<file path="src/rtl/pipeline_hazard_unit.sv">
// Interlock, forwarding and flush controller: a shift-register scoreboard of
// in-flight records after decode drives load-use stalls, operand forward selects and redirect flushes.
module pipeline_hazard_unit #(
    parameter int DEPTH      = 3,
    parameter int LOAD_STAGE = 1,
    parameter int REG_IDX_W  = 5,
    parameter int CNT_W      = 16,
    localparam int FWD_W     = $clog2(DEPTH + 1)
) (
    input  logic                 clk,
    input  logic                 rst_n,
    input  logic                 id_valid,
    input  logic [REG_IDX_W-1:0] id_src1_idx,
    input  logic [REG_IDX_W-1:0] id_src2_idx,
    input  logic                 id_src1_used,
    input  logic                 id_src2_used,
    input  logic [REG_IDX_W-1:0] id_dest_idx,
    input  logic                 id_dest_we,
    input  logic                 id_is_load,
    input  logic                 ex_redirect,
    output logic                 issue,
    output logic                 stall_if_id,
    output logic                 flush_if_id,
    output logic [FWD_W-1:0]     fwd_sel1,
    output logic [FWD_W-1:0]     fwd_sel2,
    output logic [DEPTH-1:0]     stage_valid,
    output logic [CNT_W-1:0]     stall_count,
    output logic [CNT_W-1:0]     flush_count
);

    logic [DEPTH-1:0]     sb_valid_reg;
    logic [DEPTH-1:0]     sb_we_reg;
    logic [DEPTH-1:0]     sb_load_reg;
    logic [REG_IDX_W-1:0] sb_dest_reg [DEPTH];
    logic                 run_reg;
    logic [CNT_W-1:0]     stall_count_reg;
    logic [CNT_W-1:0]     flush_count_reg;

    logic [DEPTH-1:0]     match1;
    logic [DEPTH-1:0]     match2;
    logic [FWD_W-1:0]     sel1_raw;
    logic [FWD_W-1:0]     sel2_raw;
    logic                 load_use1;
    logic                 load_use2;
    logic                 load_use;
    logic                 redirect_acc;

    // An empty decode slot never matches, so it can neither stall nor forward.
    genvar gi;
    generate
        for (gi = 0; gi < DEPTH; gi++) begin : g_match
            assign match1[gi] = id_valid && id_src1_used && (id_src1_idx != '0) &&
                                sb_valid_reg[gi] && sb_we_reg[gi] &&
                                (sb_dest_reg[gi] == id_src1_idx);
            assign match2[gi] = id_valid && id_src2_used && (id_src2_idx != '0) &&
                                sb_valid_reg[gi] && sb_we_reg[gi] &&
                                (sb_dest_reg[gi] == id_src2_idx);
        end
    endgenerate

    // Scan oldest to youngest so the youngest producer is the last one written.
    always_comb begin
        sel1_raw  = '0;
        sel2_raw  = '0;
        load_use1 = 1'b0;
        load_use2 = 1'b0;
        for (int k = DEPTH - 1; k >= 0; k--) begin
            if (match1[k]) begin
                sel1_raw  = FWD_W'(k + 1);
                load_use1 = sb_load_reg[k] && (k < LOAD_STAGE);
            end
            if (match2[k]) begin
                sel2_raw  = FWD_W'(k + 1);
                load_use2 = sb_load_reg[k] && (k < LOAD_STAGE);
            end
        end
    end

    assign load_use     = load_use1 || load_use2;
    assign redirect_acc = run_reg && ex_redirect && sb_valid_reg[0];

    assign flush_if_id = redirect_acc;
    assign stall_if_id = run_reg && !redirect_acc && load_use && id_valid;
    assign issue       = run_reg && !redirect_acc && !load_use && id_valid;
    assign fwd_sel1    = load_use ? '0 : sel1_raw;
    assign fwd_sel2    = load_use ? '0 : sel2_raw;
    assign stage_valid = sb_valid_reg;
    assign stall_count = stall_count_reg;
    assign flush_count = flush_count_reg;

    generate
        for (gi = 0; gi < DEPTH; gi++) begin : g_stage
            always_ff @(posedge clk or negedge rst_n) begin
                if (!rst_n) begin
                    sb_valid_reg[gi] <= 1'b0;
                    sb_we_reg[gi]    <= 1'b0;
                    sb_load_reg[gi]  <= 1'b0;
                    sb_dest_reg[gi]  <= '0;
                end else if (gi == 0) begin
                    sb_valid_reg[gi] <= issue;
                    sb_we_reg[gi]    <= id_dest_we;
                    sb_load_reg[gi]  <= id_is_load;
                    sb_dest_reg[gi]  <= id_dest_idx;
                end else begin
                    sb_valid_reg[gi] <= sb_valid_reg[gi-1];
                    sb_we_reg[gi]    <= sb_we_reg[gi-1];
                    sb_load_reg[gi]  <= sb_load_reg[gi-1];
                    sb_dest_reg[gi]  <= sb_dest_reg[gi-1];
                end
            end
        end
    endgenerate

    always_ff @(posedge clk or negedge rst_n) begin
        if (!rst_n) begin
            run_reg         <= 1'b0;
            stall_count_reg <= '0;
            flush_count_reg <= '0;
        end else begin
            run_reg <= 1'b1;
            if (stall_if_id && (stall_count_reg != '1)) begin
                stall_count_reg <= stall_count_reg + 1'b1;
            end
            if (redirect_acc && (flush_count_reg != '1)) begin
                flush_count_reg <= flush_count_reg + 1'b1;
            end
        end
    end

endmodule

</file>
<file path="config.mk">
export PLATFORM = sky130hd
export DESIGN_NAME = pipeline_hazard_unit
export DESIGN_NICKNAME = d
export VERILOG_FILES = /design/src/rtl/pipeline_hazard_unit.sv
export SDC_FILE = /design/constraint.sdc
export NUM_CORES = 1
export LEC_CHECK = 0
export ABC_AREA = 0
export BUFFER_PORTS_ARGS = -buffer_cell sky130_fd_sc_hd__buf_2
export CELL_PAD_IN_SITES_DETAIL_PLACEMENT = 0
export CELL_PAD_IN_SITES_GLOBAL_PLACEMENT = 2
export CORE_MARGIN = 2
export CORE_UTILIZATION = 36
export CTS_CLUSTER_DIAMETER = 50
export DETAILED_ROUTE_END_ITERATION = 12
export PLACE_DENSITY = 0.81
export SYNTH_ARGS = -nofsm -noshare
export SYNTH_HDL_FRONTEND = slang
export SYNTH_SLANG_ARGS = --single-unit
</file>
<file path="constraint.sdc">
create_clock -name clk -period 3.2 [get_ports clk]
set_input_delay 0.64 -clock clk [delete_from_list [all_inputs] [get_ports clk]]
set_output_delay 0.64 -clock clk [all_outputs]
set_load 0.01 [all_outputs]
</file>
# Word-level counts from Yosys, hierarchy flattened
# Index checks and enable logic that the tools add are counted.
[op_classes]
add_sub_neg = 2
n_mul = 0
n_div = 0
n_lt_le_gt_ge = 0
eq_ne = 8
shift = 0
mux = 10
bitwise = 0
n_reduce_logical = 36
[ops]
columns = ["cell", "n"]
rows = [
  ["adder 16 x 1 -> 16 bit (second input constant)", 2],
  ["inequality test 16 bit (second input constant)", 2],
  ["logical AND 1 bit", 31],
  ["== test 5 bit", 6],
  ["two-way mux 2 bit", 8],
  ["nonzero test 5 bit", 2],
  ["logical NOT 1 bit", 2],
  ["two-way mux 1 bit", 2],
  ["logical OR 1 bit", 1],
]
[word_totals]
register_bits = 55
latch_bits = 0
ram_bits = 0
rom_bits = 0
input_bits = 23
output_inout_bits = 42
n_memories = 0

# Depth between registers and ports, before layout
# Gate-level depths: netlist (run 1).
[logic_depth]
ltp_word = 10
depth_mapped = 7
depth_no_buf = 7

# Worst setup path after synthesis (run 1)
# OpenSTA, ideal clock, no wires.
[synth_path]
path_type = "input to output"
startpoint = "input port id_src2_idx[1]"
endpoint = "output port issue"
t_arrival_ns = 2.022
required_ns = 2.560
path_slack_ns = 0.538
cell_stages = 6
cell_sequence = "or4_1 o211ai_2 nor4_4 nor2_2 nor2b_1 nor2_1"
[synth_between]
elab_chain_cells = 10
word_cells_on_any_way = 11
cone_classes = "eq/ne: 1; mux: 1; reduce/logical: 9"
[synth_lines]
columns = ["element", "line_no", "rtl"]
rows = [
  ["start: declaration", "14", "input logic [REG_IDX_W-1:0] id_src2_idx,"],
  ["nonzero test 5 bit", "55", "assign match2[gi] = id_valid && id_src2_used && (id_src2_idx != '0) &&"],
  ["logical AND 1 bit (2 in a row)", "55", ""],
  ["logical AND 1 bit", "56", "sb_valid_reg[gi] && sb_we_reg[gi] &&"],
  ["logical AND 1 bit *", "56", ""],
  ["two-way mux 1 bit *", "72", "if (match2[k]) begin"],
  ["logical OR 1 bit *", "79", "assign load_use = load_use1 || load_use2;"],
  ["logical NOT 1 bit *", "84", "assign issue = run_reg && !redirect_acc && !load_use && id_valid;"],
  ["logical AND 1 bit * (2 in a row)", "84", ""],
  ["end: declaration", "21", "output logic issue,"],
]
# Every way passes the cells marked *; elsewhere a longest branch is shown, timed or not.

# Final worst setup path (run 1)
# Ends and elaborated chain as after synthesis.

==> key figures, run 1 <==
Placement
  – Hpwl dp: 4570 µm
  – Port bufs: 64
  – Gp weighted congestion: 0.771
  – Area of placed instances: 3080 µm²

Route
  – DR vias: 1988
  – Residual DRC: 0
  – Antenna viol nets, final: 0
  – Iteration-0 DRC Markers: 81
  – Detailed Route WL: 5890 µm
  – First-pass iteration count of the detailed router: 5
  – Avg WL per Cell: 14.5 µm
  – Via density: 4.88

STA
  – RSZ-0062 raised after global routing: false
  – Max frequency: 342 MHz
  – Final slew viol count: 0
  – Final hold slack: 0.371 ns
  – Final Skew: 0.00621 ns
  – Final setup violation count: 0
  – Final hold vios: 0
  – Min cycle time layout: 2.92 ns
  – Actual slew at the worst max-slew pin: 0.730 ns
  – Rel. slew slack: 0.514
  – Fin crit share: 0.914
  – Fin Setup TNS: 0 ns

Min path
  – Worst hold path class: in -> async

Logic synthesis
  – FF+latch count, synth: 55
  – Library cells used by synthesis: 33
  – Post-synth top area cell: dfrtp_1
  – Mux cell area share after synthesis: 0.0129
  – Syn Inst Count: 234
  – Top cells by area, synth: dfrtp_1, xnor2_1, xor2_1
  – Post-synthesis compound-gate area fraction: 0.0453
  – Yosys warns: 0
  – Mapped Area: 2620 µm²
  – Adder-cell area share of the yosys netlist: 0.00955
  – Avg Synthesized Cell Area: 11.2 µm²
  – Simple-gate share of the synthesized area: 0.209
  – Post-synthesis sequential area ratio: 0.525
  – Largest family of logic cells by synthesized area: simple AND/OR/NAND/NOR gates
  – Xor/xnor cell area share of the yosys netlist: 0.187
  – Top-area cell type share of the netlist area: 0.525
  – Post-Syn Nets: 259

Finish
  – Layout cell share with drive strength beyond 1: 0.269
  – Inserted Diodes: 0
  – Area Overhead vs Synth: 21.0%
  – Design area: 3170 µm²
  – Nets@finish: 332

Global route
  – Met2 Usage GRT: 0.246
  – Met3 usage: 0.0443
  – Gr usage total: 0.162
  – Pin count of the biggest net entering global routing: 34
  – GR peak layer: met2
  – GRT Residual Overflow: 0
  – Vias in the first global route: 1938
  – GR met1 Demand/Resource: 0.230
  – First-pass GRT wire length: 9820 µm
  – Initial antenna violation count: 0

Clock network
  – Post-CTS Hold Buffers: 0
  – CTS sink cnt: 55
  – PostCTS Resize Cnt: 0
  – Post-CTS Setup Bufs: 0
  – Total CTS buffers: 5
  – Root Driver: clkbuf_8
  – Clock transition at the registers of the reported paths: 0.10 ns
  – Clock Latency Late Sink: 0.31 ns
  – H-tree depth: 2
  – TritonCTS clock tree: yes
  – Clk buf depth: 2

Floorplanning
  – Initial Util: 0.367
  – Core ar.: 7140 µm²
  – Die width: 89.3 µm
  – Num ports: 65
  – Die area: 7980 µm²
  – FP Rows: 31
  – Die extent in y: 89.3 µm

Setup path
  – Crit path kind: in -> out
  – Critical path peak fanout: 6
  – FF-to-FF setup slack: 1.05 ns
  – Depth of the most critical reg-to-reg path: 7
  – Kind of start point of the critical path: input pin
  – Worst EP arrival: 2.28 ns
  – FF-to-FF End: stall_count[10]
  – Reg2reg start: sb_dest_reg[12]
  – CP endpoint kind: output pin
  – CP Data Required Time: 2.56 ns

Run status
  – Outcome: complete, no violations

Power and ir drop
  – Power per cell area: 420 nW/µm²
  – Leak: 1.50 nW
  – Worst vdd ir: 0.168 mV

Flow run
  – Max Cap Violations: 0
==> cells in the mapped netlist, drive strengths merged <==
| cell | count |
|---|---|
| and4 | 1 |
| nand2 | 18 |
| a31oi | 1 |
| ha | 2 |
| or4 | 6 |
| nor2b | 2 |
| o211ai | 2 |
| and2 | 1 |
| a221oi | 2 |
| dfrtp | 55 |
| or3 | 1 |
| nor4 | 5 |
| o2111ai | 2 |
| and3 | 8 |
| nand3 | 13 |
| nand4 | 16 |
| or2 | 1 |
| mux2 | 3 |
| nor2 | 12 |
| clkbuf | 1 |
| nor3 | 10 |
| nor4b | 1 |
| xnor2 | 39 |
| nand2b | 1 |
| a21oi | 7 |
| xor2 | 17 |
| inv | 6 |
| conb | 1 |
==> kinds of logic (layout without fill, tap and decap cells) <==
| family | after synthesis | count (layout) |
|---|---|---|
| fa+ha+maj | 2 | 2 |
| mux | 3 | 3 |
| other cells | 1 | 1 |
| xor+xnor | 56 | 56 |
| buf+inv | 7 | 81 |
| compound gates | 14 | 14 |
| flops | 55 | 55 |
| simple gates | 96 | 96 |
==> layout make-up <==
cell class / instances / area [µm²]
Inverter: 6 / 22.5
Clock buffer: 6 / 72.6
Fill cell: 737 / 3960
Sequential cell: 55 / 1380
Timing Repair Buffer: 67 / 343
Multi-Input combinational cell: 172 / 1220
Clock inverter: 2 / 16.3
Tap cell: 99 / 124
==> worst max-delay path by stage <==
stage                               start     endpoint  cells past startpoint
final                      id_src2_idx[1]        issue                      8
after global routing      sb_dest_reg[12]  stall_if_id                      7
after CTS                  id_src2_idx[1]        issue                      8
after detailed placement   id_src2_idx[1]        issue                      8
after global placement     id_src2_idx[1]        issue                      8
after floorplan            id_src2_idx[1]        issue                      6
==> per-layer routing <==
layer / share of wire / wire length, µm
met1: 0.47 / 2800
met2: 0.46 / 2710
met3: 0.059 / 347
met4: 0.0061 / 36
met5: 0 / 0
==> metrics by stage <==
stage	cells	util	power [mW]	setup slack, ns
2_1_floorplan	234	-	0.869	0.538
3_3_place_gp	399	0.432	0.951	0.294
3_5_place_dp	399	0.432	0.955	0.267
4_1_cts	407	0.445	1.36	0.265
5_1_grt	407	0.445	1.41	0.141
6_report	407	0.445	1.33	0.276
==> critical path: stages <==
cell      delay (ns)
buf_2           0.13
or4_1           0.55
o211ai_2        0.26
nor4_4          0.12
nor2_2          0.13
nor2b_1         0.08
nor2_1          0.19
buf_2           0.17
==> where the power goes <==
group	switching [mW]	internal, mW
registers	0.0467	0.731
logic	0.0845	0.0742
clock network	0.237	0.158
==> cell usage in the layout, fill, tap and decap left out, drive strengths merged, types with 8 or more instances in the layout <==
master | netlist | final
buf | 0 | 67
dfrtp | 55 | 55
xnor2 | 39 | 39
nand2 | 18 | 18
xor2 | 17 | 17
nand4 | 16 | 16
nand3 | 13 | 13
nor2 | 12 | 12
nor3 | 10 | 10
and3 | 8 | 8
No activity file was read; power rests on OpenSTA's default activity.
==> inputs of run 2 (changes only) <==
--- a/config.mk
+++ b/config.mk
@@ -10,10 +10,10 @@
 export CELL_PAD_IN_SITES_DETAIL_PLACEMENT = 0
 export CELL_PAD_IN_SITES_GLOBAL_PLACEMENT = 2
 export CORE_MARGIN = 2
-export CORE_UTILIZATION = 36
+export CORE_UTILIZATION = 33
 export CTS_CLUSTER_DIAMETER = 50
 export DETAILED_ROUTE_END_ITERATION = 12
-export PLACE_DENSITY = 0.81
+export PLACE_DENSITY = 0.75
 export SYNTH_ARGS = -nofsm -noshare
 export SYNTH_HDL_FRONTEND = slang
 export SYNTH_SLANG_ARGS = --single-unit
==> constraint.sdc (replaced) <==
create_clock -name clk -period 3.1 [get_ports clk]
set_input_delay 0.62 -clock clk [delete_from_list [all_inputs] [get_ports clk]]
set_output_delay 0.62 -clock clk [all_outputs]
set_load 0.01 [all_outputs]
==> run 2 against run 1 <==
Compared with the run above: global-route usage fell by 1.6 points; worst setup slack got worse by 0.058 ns; worst hold slack got worse by 0.032 ns; first-iteration DRC count fell by 41%; critical endpoint is now stall_if_id; register-to-register slack got worse by 0.10 ns; wire length rose by 1.8%.
==> key figures, run 2 (same netlist as run 1, synthesis figures left out) <==
Run status
  – Outcome: complete, no violations

STA
  – Final Skew: 0.0110 ns
  – Final hold vios: 0
  – Fin crit share: 0.930
  – Final setup violation count: 0
  – Max frequency: 347 MHz
  – Final hold slack: 0.339 ns
  – Fin Setup TNS: 0 ns
  – Min cycle time layout: 2.88 ns
  – Final slew viol count: 0
  – RSZ-0062 raised after global routing: false
  – Actual slew at the worst max-slew pin: 0.662 ns
  – Rel. slew slack: 0.559

Clock network
  – TritonCTS clock tree: yes
  – Root Driver: clkbuf_8
  – PostCTS Resize Cnt: 0
  – Post-CTS Hold Buffers: 0
  – CTS sink cnt: 55
  – Clock transition at the registers of the reported paths: 0.10 ns
  – Total CTS buffers: 5
  – Post-CTS Setup Bufs: 0
  – H-tree depth: 2
  – Clk buf depth: 2
  – Clock Latency Late Sink: 0.31 ns

Power and ir drop
  – Leak: 1.52 nW
  – Worst vdd ir: 0.186 mV
  – Power per cell area: 471 nW/µm²

Finish
  – Nets@finish: 331
  – Post-Layout Cell Count: 409
  – Area Overhead vs Synth: 23.1%
  – Layout cell share with drive strength beyond 1: 0.267
  – Inserted Diodes: 0
  – Final core occ: 0.417
  – Most common cell after layout, fill and taps aside: buf_2
  – Most frequent cells in the layout: buf_2, dfrtp_1, xnor2_1
  – Design area: 3230 µm²
  – Fillcell total: 768

Route
  – DR vias: 1938
  – Detailed Route WL: 6000 µm
  – Avg WL per Cell: 14.7 µm
  – Antenna viol nets, final: 0
  – Via density: 4.74
  – First-pass iteration count of the detailed router: 4
  – Residual DRC: 0
  – Iteration-0 DRC Markers: 48

Global route
  – Vias in the first global route: 1853
  – Gr usage total: 0.146
  – Pin count of the biggest net entering global routing: 30
  – Initial antenna violation count: 0
  – First-pass GRT wire length: 9840 µm
  – GRT Residual Overflow: 0

Setup path
  – Critical path peak fanout: 6
  – FF-to-FF End: flush_count[11]
  – Worst EP arrival: 2.26 ns
  – CP endpoint kind: output pin
  – Reg2reg start: flush_count[4]
  – CP peak stage delay: 0.53 ns
  – Crit path kind: in -> out
  – CP Cell Sequence: buf_2, or4_1, o211ai_2, nor4_4, nor2_2, nor2b_1, and2_1, buf_2
  – CP Data Required Time: 2.48 ns
  – Critical path startpoint: id_src2_idx[2]
  – Kind of start point of the critical path: input pin
  – CP most frequent cell: buf_2
  – Depth of the most critical reg-to-reg path: 6
  – FF-to-FF setup slack: 0.95 ns
  – CP max-delay cell: nor4_4

Floorplanning
  – FP Rows: 32
  – Die width: 93.1 µm
  – Initial Util: 0.339
  – Core ar.: 7730 µm²
  – Die extent in y: 93.1 µm
  – Die area: 8670 µm²
  – Num ports: 65

Placement
  – Placed cells: 401
  – Hpwl dp: 4650 µm
  – Area of placed instances: 3090 µm²
  – Port bufs: 64
  – Gp weighted congestion: 0.826

Min path
  – Worst hold path class: in -> async

Flow run
  – Max Cap Violations: 0
==> run 2: changes by cell type in the layout (fill, tap and decap cells not counted), sizes merged <==
| cell | delta |
|---|---|
| clkinvlp | -1 |
| inv | -1 |
| bufinv | +2 |
| buf | -1 |
==> run 2: worst max path at each step <==
stage,end,depth (start not counted)
6_report,stall_if_id,8
2_1_floorplan,issue,6
5_1_grt,stall_if_id,8
3_5_place_dp,stall_if_id,8
3_3_place_gp,issue,8
4_1_cts,stall_if_id,8
==> run 2: area by class of cell <==
cell class / instances / area [µm²] / share of cell area
timing repair buffer: 66 / 348 / 0.108
clock inverter: 2 / 60.1 / 0.0186
clock buffer: 6 / 72.6 / 0.0225
inverter: 6 / 22.5 / 0.00698
multi-input combinational: 172 / 1220 / 0.378
sequential: 55 / 1380 / 0.427
tap: 102 / 128 / 0.0396
==> run 2: per-layer routing <==
layer	track usage	wire, µm	vias to the layer above
met3	0.0322	251	2
met4	0.0404	38	0
met2	0.225	2780	37
li1	-	-	967
met5	0	0	-
met1	0.209	2930	932
==> run 2: metrics by stage <==
step,setup slack [ns],power (mW)
2_1_floorplan,0.478,0.897
5_1_grt,0.0123,1.59
3_3_place_gp,0.220,0.983
4_1_cts,0.146,1.54
3_5_place_dp,0.168,0.984
6_report,0.218,1.52
==> run 2: power breakdown <==
part           switching, mW  total, mW  internal (mW)
Clock                  0.228      0.551          0.323
Combinational         0.0875      0.165         0.0776
Sequential            0.0467      0.802          0.755
Total                  0.363       1.52           1.16
==> run 2: worst max-delay path, delay by kind of cell <==
family,cells,cell delay [ns]
AOI/OAI and AO/OA,1,0.13
buffers and inverters,2,0.27
and+or+nand+nor,5,1.23
